## config.mk

```make
export PLATFORM = sky130hd
export DESIGN_NAME = onehot_low_capture_encoder
export DESIGN_NICKNAME = d
export VERILOG_FILES = /design/src/rtl/onehot_enc_pkg.sv /design/src/rtl/onehot_enc_fifo2.sv /design/src/rtl/onehot_low_capture_encoder.sv
export SDC_FILE = /design/constraint.sdc
export NUM_CORES = 1
export LEC_CHECK = 0
export ABC_AREA = 1
export CAP_MARGIN = 20
export CORE_ASPECT_RATIO = 0.9
export CORE_MARGIN = 5
export CORE_UTILIZATION = 40
export DETAILED_ROUTE_END_ITERATION = 16
export SYNTH_ARGS = -nofsm -noshare
export SYNTH_HDL_FRONTEND = slang
export SYNTH_SLANG_ARGS = --single-unit
```

## constraint.sdc

```tcl
create_clock -name clk -period 1.4 [get_ports clk]
set_input_delay 0.28 -clock clk [delete_from_list [all_inputs] [get_ports clk]]
set_output_delay 0.28 -clock clk [all_outputs]
set_load 0.05 [all_outputs]
```

## src/rtl/onehot_enc_pkg.sv

```systemverilog
// Shared types for the active-low one-hot capture encoder: line/index widths,
// the queued entry format and the FIFO occupancy states.
package onehot_enc_pkg;

    localparam int N_LINES = 8;
    localparam int IDX_W   = 3;

    // One classified decoder beat as it sits in the FIFO.
    typedef struct packed {
        logic [IDX_W-1:0] idx;
        logic             none;
        logic             err;
    } entry_t;

    typedef enum logic [1:0] {
        ST_EMPTY = 2'd0,
        ST_ONE   = 2'd1,
        ST_FULL  = 2'd2
    } fifo_state_e;

endpackage

```

## src/rtl/onehot_enc_fifo2.sv

```systemverilog
// Two-entry entry_t FIFO with valid/ready on both sides and a registered in_ready.
// The occupancy state machine is exported on state_o for observation.
module onehot_enc_fifo2
    import onehot_enc_pkg::*;
(
    input  logic        clk,
    input  logic        rst_n,
    input  logic        in_valid,
    input  entry_t      in_data,
    output logic        in_ready,
    output logic        out_valid,
    input  logic        out_ready,
    output entry_t      out_data,
    output fifo_state_e state_o
);

    // Handshake: a transfer happens on a rising edge where valid and ready are
    // both high; the producer holds data while valid=1 and ready=0.
    fifo_state_e state_q, state_d;
    entry_t      head_q, head_d;
    entry_t      tail_q, tail_d;
    logic        in_ready_q, in_ready_d;
    logic        push, pop;

    assign push = in_valid & in_ready_q;
    assign pop  = out_valid & out_ready;

    always_comb begin
        state_d = state_q;
        head_d  = head_q;
        tail_d  = tail_q;
        case (state_q)
            ST_EMPTY: begin
                if (push) begin
                    state_d = ST_ONE;
                    head_d  = in_data;
                end
            end
            ST_ONE: begin
                if (push && pop) begin
                    head_d = in_data;
                end else if (push) begin
                    state_d = ST_FULL;
                    tail_d  = in_data;
                end else if (pop) begin
                    state_d = ST_EMPTY;
                end
            end
            ST_FULL: begin
                // in_ready is low here, so only the pop can occur.
                if (pop) begin
                    state_d = ST_ONE;
                    head_d  = tail_q;
                end
            end
            default: state_d = ST_EMPTY;
        endcase
        in_ready_d = (state_d != ST_FULL);
    end

    always_ff @(posedge clk or negedge rst_n) begin
        if (!rst_n) begin
            state_q    <= ST_EMPTY;
            head_q     <= '0;
            tail_q     <= '0;
            in_ready_q <= 1'b1;
        end else begin
            state_q    <= state_d;
            head_q     <= head_d;
            tail_q     <= tail_d;
            in_ready_q <= in_ready_d;
        end
    end

    assign in_ready  = in_ready_q;
    assign out_valid = (state_q != ST_EMPTY);
    assign out_data  = head_q;
    assign state_o   = state_q;

endmodule

```

## src/rtl/onehot_low_capture_encoder.sv

```systemverilog
// Classifies active-low one-hot decoder beats, queues them in a 2-entry FIFO and
// counts multi-low beats. Define ONEHOT_ENC_HIT_COUNT_EN to add per-line hit counters.
module onehot_low_capture_encoder
    import onehot_enc_pkg::*;
#(
    parameter int CNT_W     = 8,
    parameter bit DROP_NONE = 1'b0
) (
    input  logic               clk,
    input  logic               rst_n,
    input  logic [N_LINES-1:0] y_n,
    input  logic               in_valid,
    output logic               in_ready,
    output logic               out_valid,
    input  logic               out_ready,
    output logic [IDX_W-1:0]   out_idx,
    output logic               out_none,
    output logic               out_err,
    input  logic               clear,
    output logic [CNT_W-1:0]   err_cnt
`ifdef ONEHOT_ENC_HIT_COUNT_EN
    ,
    output logic [N_LINES*CNT_W-1:0] hit_cnt
`endif
);

    entry_t      cls;
    entry_t      head;
    fifo_state_e fifo_state;
    logic [3:0]  n_low;
    logic        accept;
    logic        drop;
    logic        fifo_in_valid;
    logic [CNT_W-1:0] err_cnt_q, err_cnt_d;

    // Scan from the top so the lowest low position is the one left in idx.
    always_comb begin
        cls   = '0;
        n_low = '0;
        for (int i = N_LINES - 1; i >= 0; i--) begin
            if (!y_n[i]) begin
                cls.idx = IDX_W'(i);
                n_low   = n_low + 4'd1;
            end
        end
        cls.none = (n_low == 4'd0);
        cls.err  = (n_low > 4'd1);
    end

    assign accept        = in_valid & in_ready;
    assign drop          = DROP_NONE & cls.none;
    assign fifo_in_valid = in_valid & ~drop;

    onehot_enc_fifo2 u_fifo (
        .clk       (clk),
        .rst_n     (rst_n),
        .in_valid  (fifo_in_valid),
        .in_data   (cls),
        .in_ready  (in_ready),
        .out_valid (out_valid),
        .out_ready (out_ready),
        .out_data  (head),
        .state_o   (fifo_state)
    );

    // An empty FIFO presents zeros rather than the stale head register.
    always_comb begin
        out_idx  = '0;
        out_none = 1'b0;
        out_err  = 1'b0;
        if (fifo_state != ST_EMPTY) begin
            out_idx  = head.idx;
            out_none = head.none;
            out_err  = head.err;
        end
    end

    always_comb begin
        err_cnt_d = err_cnt_q;
        if (clear) begin
            err_cnt_d = '0;
        end else if (accept && cls.err && (err_cnt_q != '1)) begin
            err_cnt_d = err_cnt_q + 1'b1;
        end
    end

    always_ff @(posedge clk or negedge rst_n) begin
        if (!rst_n) begin
            err_cnt_q <= '0;
        end else begin
            err_cnt_q <= err_cnt_d;
        end
    end

    assign err_cnt = err_cnt_q;

`ifdef ONEHOT_ENC_HIT_COUNT_EN
    logic [N_LINES-1:0][CNT_W-1:0] hit_q, hit_d;

    always_comb begin
        hit_d = hit_q;
        for (int i = 0; i < N_LINES; i++) begin
            if (clear) begin
                hit_d[i] = '0;
            end else if (accept && !cls.none && !cls.err &&
                         (cls.idx == IDX_W'(i)) && (hit_q[i] != '1)) begin
                hit_d[i] = hit_q[i] + 1'b1;
            end
        end
    end

    always_ff @(posedge clk or negedge rst_n) begin
        if (!rst_n) begin
            hit_q <= '0;
        end else begin
            hit_q <= hit_d;
        end
    end

    assign hit_cnt = hit_q;
`endif

endmodule

```

-- Word-level counts from Yosys, hierarchy flattened
Cells that the tools add are included.
- bitwise operators: 3
- equality and inequality tests: 7
- add/sub/neg operators: 8
- muxes and demuxes: 31
- reductions and logical operators: 10
- magnitude comparators: 1
- operator list (cell ; number):
    4-bit by 1-bit adder with 4-bit output, second input constant ; 7
    4-bit two-way mux ; 7
    3-bit two-way mux ; 9
    8-bit two-way mux ; 2
    5-bit two-way mux ; 3
    5-bit one-hot mux with 3 select lines ; 1
    2-bit two-way mux ; 5
    8-bit by 1-bit adder with 8-bit output, second input constant ; 1
    8-bit inequality test, second input constant ; 1
    2-bit one-hot mux with 3 select lines ; 1
    4-bit by 1-bit greater-than comparator with 1-bit output, second input constant ; 1
    4-bit logical NOT ; 1
    2-bit by 1-bit inequality test with 1-bit output, second input constant ; 2
    2-bit inequality test, second input constant ; 2
    4-bit AND reduction ; 1
    2-bit nonzero test ; 2
    1-bit logical AND ; 3
    1-bit two-way mux ; 3
    3-bit AND reduction ; 1
    3-bit nonzero test ; 1
    1-bit bitwise AND ; 2
    2-bit by 1-bit equality test with 1-bit output, second input constant ; 1
    2-bit equality test, second input constant ; 1
    2-bit logical NOT ; 1
    1-bit inverter ; 1
- output and inout port bits: 15
- logic and storage cells: 69
- bits of input ports: 13
- register bits: 21

-- Depth between registers and ports, before layout
- depth after elaboration: 20
- mapped depth: 28
- depth with buffers taken out: 28

-- By module
A second synthesis with hierarchy kept.
- cells, all modules: 297
- area total of the unflattened synthesis: 2209.6 um2
- by module, submodules not included (module ; sequential area each (um2) ; instances ; cells each ; area each (um2)):
    onehot_low_capture_encoder ; 200.2 ; 1 ; 221 ; 1520.2
    onehot_enc_fifo2 ; 326.6 ; 1 ; 76 ; 689.4

-- Least setup slack after synthesis
OpenSTA, ideal clock, no wires.
- path kind: input to register
- from: in y_n[7]
- to: reg u_fifo.head_q, in the netlist u_fifo.out_data[0]
- path buffers: 1
- data arrival time: 3.794 ns
- slack: -2.514 ns
- data required time: 1.281 ns
- cell stages on the path: 28
- setup time: 0.119 ns
- cell sequence: inv_1 > ha_1 > inv_1 > nand2_4 > nand2_2 > ha_1 > nand2_1 > nand2_1 > ha_1 > or2_2 > nand2_1 > inv_1 > ha_1 > nand2_1 > nand2_1 > ha_1 > or2_2 > nand2_1 > inv_1 > ha_1 > nand2_1 > xor2_2 > inv_2 > nor2_2 > nand2_2 > buf_6 > o21ai_2 > nand2_1
- cells in the longest elaborated chain, start to end: 18
- elaborated cells between the ends (all ways): 19
- classes of those cells: add/sub (7); order compare (1); mux (11)
- RTL lines (what ; line ; source):
    start: declaration ; onehot_low_capture_encoder.sv:11 ; input logic [N_LINES-1:0] y_n,
    1-bit two-way mux (*) ; onehot_low_capture_encoder.sv:41 ; if (!y_n[i]) begin
    4-bit by 1-bit adder with 4-bit output ; onehot_low_capture_encoder.sv:43 ; n_low = n_low + 4'd1;
    4-bit two-way mux (*) ; onehot_low_capture_encoder.sv:41 ;
    4-bit by 1-bit adder with 4-bit output ; onehot_low_capture_encoder.sv:43 ;
    4-bit two-way mux (*) ; onehot_low_capture_encoder.sv:41 ;
    4-bit by 1-bit adder with 4-bit output ; onehot_low_capture_encoder.sv:43 ;
    4-bit two-way mux (*) ; onehot_low_capture_encoder.sv:41 ;
    4-bit by 1-bit adder with 4-bit output ; onehot_low_capture_encoder.sv:43 ;
    (+2 left out) ; - ;
    4-bit two-way mux (*) ; onehot_low_capture_encoder.sv:41 ;
    4-bit by 1-bit adder with 4-bit output ; onehot_low_capture_encoder.sv:43 ;
    4-bit two-way mux (*) ; onehot_low_capture_encoder.sv:41 ;
    4-bit by 1-bit adder with 4-bit output ; onehot_low_capture_encoder.sv:43 ;
    4-bit two-way mux (*) ; onehot_low_capture_encoder.sv:41 ;
    4-bit by 1-bit greater-than comparator with 1-bit output (*) ; onehot_low_capture_encoder.sv:47 ; cls.err = (n_low > 4'd1);
    5-bit two-way mux, on equally long branches ; onehot_enc_fifo2.sv:40, onehot_enc_fifo2.sv:34 ;
    5-bit one-hot mux with 3 select lines (*) ; onehot_enc_fifo2.sv:32 ; case (state_q)
    end signal: assignment ; onehot_enc_fifo2.sv:64 ; head_q <= '0;
    end signal: assignment ; onehot_enc_fifo2.sv:69 ; head_q <= head_d;
    end: declaration ; onehot_enc_fifo2.sv:20 ; entry_t head_q, head_d;
Every way passes the cells marked *; elsewhere a longest branch is shown, timed or not. The select of a mux whose other input is x is not followed.
A chain may end at the register's enable or synchronous reset.

-- Worst setup path after layout
- from: in y_n[7]
- to: reg err_cnt_q[7] (netlist: err_cnt[7])
- cells in the longest elaborated chain, start to end: 19
- RTL lines (what ; line ; source):
    1-bit two-way mux (*) ; onehot_low_capture_encoder.sv:41 ;
    4-bit by 1-bit adder with 4-bit output ; onehot_low_capture_encoder.sv:43 ;
    4-bit two-way mux (*) ; onehot_low_capture_encoder.sv:41 ;
    4-bit by 1-bit adder with 4-bit output ; onehot_low_capture_encoder.sv:43 ;
    4-bit two-way mux (*) ; onehot_low_capture_encoder.sv:41 ;
    4-bit by 1-bit adder with 4-bit output ; onehot_low_capture_encoder.sv:43 ;
    4-bit two-way mux (*) ; onehot_low_capture_encoder.sv:41 ;
    4-bit by 1-bit adder with 4-bit output ; onehot_low_capture_encoder.sv:43 ;
    (+2 left out) ; - ;
    4-bit two-way mux (*) ; onehot_low_capture_encoder.sv:41 ;
    4-bit by 1-bit adder with 4-bit output ; onehot_low_capture_encoder.sv:43 ;
    4-bit two-way mux (*) ; onehot_low_capture_encoder.sv:41 ;
    4-bit by 1-bit adder with 4-bit output ; onehot_low_capture_encoder.sv:43 ;
    4-bit two-way mux (*) ; onehot_low_capture_encoder.sv:41 ;
    4-bit by 1-bit greater-than comparator with 1-bit output (*) ; onehot_low_capture_encoder.sv:47 ;
    1-bit logical AND (*) (2 in series) ; onehot_low_capture_encoder.sv:82 ; end else if (accept && cls.err && (err_cnt_q != '1)) begin
    2-bit nonzero test (no source line) (*) ; - ;
    end signal: assignment ; onehot_low_capture_encoder.sv:91 ; err_cnt_q <= err_cnt_d;
    end: declaration ; onehot_low_capture_encoder.sv:34 ; logic [CNT_W-1:0] err_cnt_q, err_cnt_d;
Every way passes the cells marked *; elsewhere a longest branch is shown, timed or not.

==> out/qor.yml <==
leakagePower_nw: 1.546
crit_top_cell: "nand2_4"
ios: 28
synth-simple-area-share_pct: 40.47
reg2reg_from: "err_cnt[0]"
die-height_um: 72.58
die_w_um: 79.53
yosysWarnings: 0
switching_share_pct: 44.13
grt_use_total_pct: 16.80
netlist-cell-type-count: 29
startpoint_type: "primary input"
die-area_sq_um: 5772
num_rows: 22
violations: "negative setup slack"
cts_made_buffers: 3
portBuffers: 27
synth_nets: 279
clk_path_buf_depth: 2
finalNetCount: 370
cts-htree-levels: 1
dr.pass1.iters: 4
max_freq_ghz: 0.2941
final_cell_area_sq_um: 3024
outcome: "complete, but fails checks"
synth_largest_area_cell: "dfrtp_1"
cp_max_fo: 8
synthMuxAreaShare_pct: 0
final_cell_mix: "55 x buf_4, 49 x nand2_1, 35 x inv_1"
clk_transition_reported_paths_ns: 0.08
cp.required_ns: 1.60
fin_crit_ns: 3.400
n_antenna_cell: 0
drtIter0Drc: 74
synthCells: 257
ys_seq_elements: 21
clock_skew_ns: 0.003175
p_clk_share_pct: 11.4
vias_per_cell: 4.676
combPwrFrac_pct: 64.6
power_mw: 3.564
cp_top_family: "simple AND/OR/NAND/NOR gates"
area_growth_syn_to_layout_pct: 73.76
cp_data_arrival_time_ns: 3.60
slowest_stage: "ha_4"
crit_type: "primary input to flop"
rsz0062_at_grt: "true"
ir_drop_mv: 1.163
nFillCells: 319
power_density_nw_per_um2: 1179
slew_violations: 0
syn_area_per_cell_sq_um: 6.772
setup_viol: 18
cts_tree: "built"
tns_ns: -23.90
hold_viol: 0
final_layout_size_suffix_gt1_share_pct: 48.13
cp_num_buf_inv: 6
coreArea_sq_um: 4156
reg2reg_depth: 7
reg2reg_to: "err_cnt[6]"
ant_nets: 0
synthAdderAreaFrac_pct: 6.470
worst_pin_slew_ns: 0.3797
postPlaceCellArea_sq_um: 2608
synth-edff-count: 0
synth_area_sq_um: 1740
synth_xor_area_share_pct: 3.451
place.gp.congestion: 0.8125
synth_area_leaders: "dfrtp_1 29%, nand2_1 14%, inv_1 9.1%, nand3_1 7.5%, ha_1 6.5%"
initial_core_util_pct: 41.87
vias: 1903
slew-limit-headroom_pct: 74.60
clock_sinks: 21
hold_class: "primary input to async pin"
power_frac_seq_pct: 24.0
grt_first_pass_wirelength_um: 7907
route.detailed.drc: 0
holdBufCountCts: 0
grt_antenna_before_repair: 0
synth_compound_area_share_pct: 8.555
grt_pass1_vias: 1794
root_buffer: "clkbuf_8"
max_stage_delay_ns: 0.27
synth_top_family_by_area: "simple AND/OR/NAND/NOR gates"
synth.top_cell.area_share_pct: 28.76
p_int_mw: 1.991
final_common_cell: "buf_4"
overflow: 0
endpoint_kind: "flop"
maxCapViolCount: 0
wl_per_cell_um: 11.44
power.switching_mw: 1.573
setup_slack_ns: -2.000
hpwl_um: 3419
reg2reg_slack_ns: -0.16
grt_max_degree: 22
synth-main-ff-cell: "dfrtp_1"
wl_um: 4655
fin_crit_sh_pct: 242.8
insertion_delay_ns: 0.26
async_reset_ff_share_pct: 100.0
seq_area_frac_synth_pct: 30.27
-- logic make-up (layout without fill, tap and decap cells) --
| kind of cell | after synthesis | after routing |
|---|---|---|
| AO/OA/AOI/OAI | 26 | 26 |
| XOR/XNOR | 6 | 6 |
| adder cells (fa/ha/maj) | 9 | 9 |
| buffers and inverters | 48 | 137 |
| flip-flops | 21 | 21 |
| AND/OR/NAND/NOR | 147 | 148 |
-- synth_stat cells (all sizes together) (2+ instances only) --
library cell / n
a21oi: 6
dfrtp: 20
ha: 9
inv: 46
nand2: 77
nand3: 31
nand4: 9
nor2: 26
o21ai: 16
or2: 2
xor2: 6
-- metrics by stage --
stage | hold WS, ns | setup slack [ns] | cells | utilization, %
detailed placement | 0.4604 | -3.160 | 389 | 62.73
global placement | 0.4583 | -3.102 | 389 | 62.73
finish | 0.3658 | -2.000 | 407 | 72.76
global route | 0.3804 | -2.123 | 407 | 72.76
CTS | 0.3669 | -1.939 | 403 | 70.59
floorplan | -0.01559 | -2.274 | 257 | -
-- worst register-to-register path: stages (launching register included) --
cell,delay (ns)
dfrtp_1,0.39
ha_1,0.21
nand2_1,0.09
nor2_1,0.08
a31oi_2,0.31
buf_4,0.22
nand4_1,0.11
nand2_2,0.08
-- sequential cells by signal, summed over array words and instances (netlist names) --
signal	count
err_cnt	8
u_fifo.in_ready	1
u_fifo.state_o	2
u_fifo.tail_q	5
u_fifo.out_data	5
-- layout make-up --
type	instances	area [sq um]	area share (%)
Clock buffer	3	41.29	1.365
Clock inverter	1	7.507	0.2482
Inverter	46	192.7	6.372
Multi-Input combinational cell	189	1331	44.02
Sequential cell	21	526.8	17.42
Tap cell	60	75.07	2.482
Timing Repair Buffer	87	849.6	28.09
-- per-layer routing --
layer | vias to the layer above | part of all wire, % | track usage (%)
met3 | 9 | 2.9 | 2.963
met4 | 0 | 1.0 | 4.198
met5 | - | 0 | 0
met2 | 25 | 45 | 24.65
li1 | 1007 | - | -
met1 | 862 | 51 | 25.32
-- worst max path at each step --
stage                      start                 end  slack (ns)  depth (start not counted)
after global routing      y_n[7]          err_cnt[2]       -2.12                         29
after floorplan           y_n[6]  u_fifo.out_data[0]       -2.27                         28
after global placement    y_n[6]          err_cnt[7]       -3.10                         28
after detailed placement  y_n[6]          err_cnt[7]       -3.16                         28
final                     y_n[7]          err_cnt[7]       -2.00                         29
after CTS                 y_n[6]          err_cnt[6]       -1.94                         29
-- power by group through the flow --
stage	registers, mW	logic, mW	clock network (mW)
global placement	0.845	1.75	0
detailed placement	0.855	1.76	0
CTS	0.848	2.15	0.421
finish	0.854	2.30	0.406
global route	0.874	2.49	0.441
floorplan	0.913	1.04	0
-- what timing repair did --
item                                    4_1_cts  5_1_grt
gates cloned                                  1        0
resized for setup                            64       20
pin swaps                                    24        9
endpoints found under the setup margin       23       22
buffers inserted                              9        4
No activity file was read; power rests on OpenSTA's default activity.
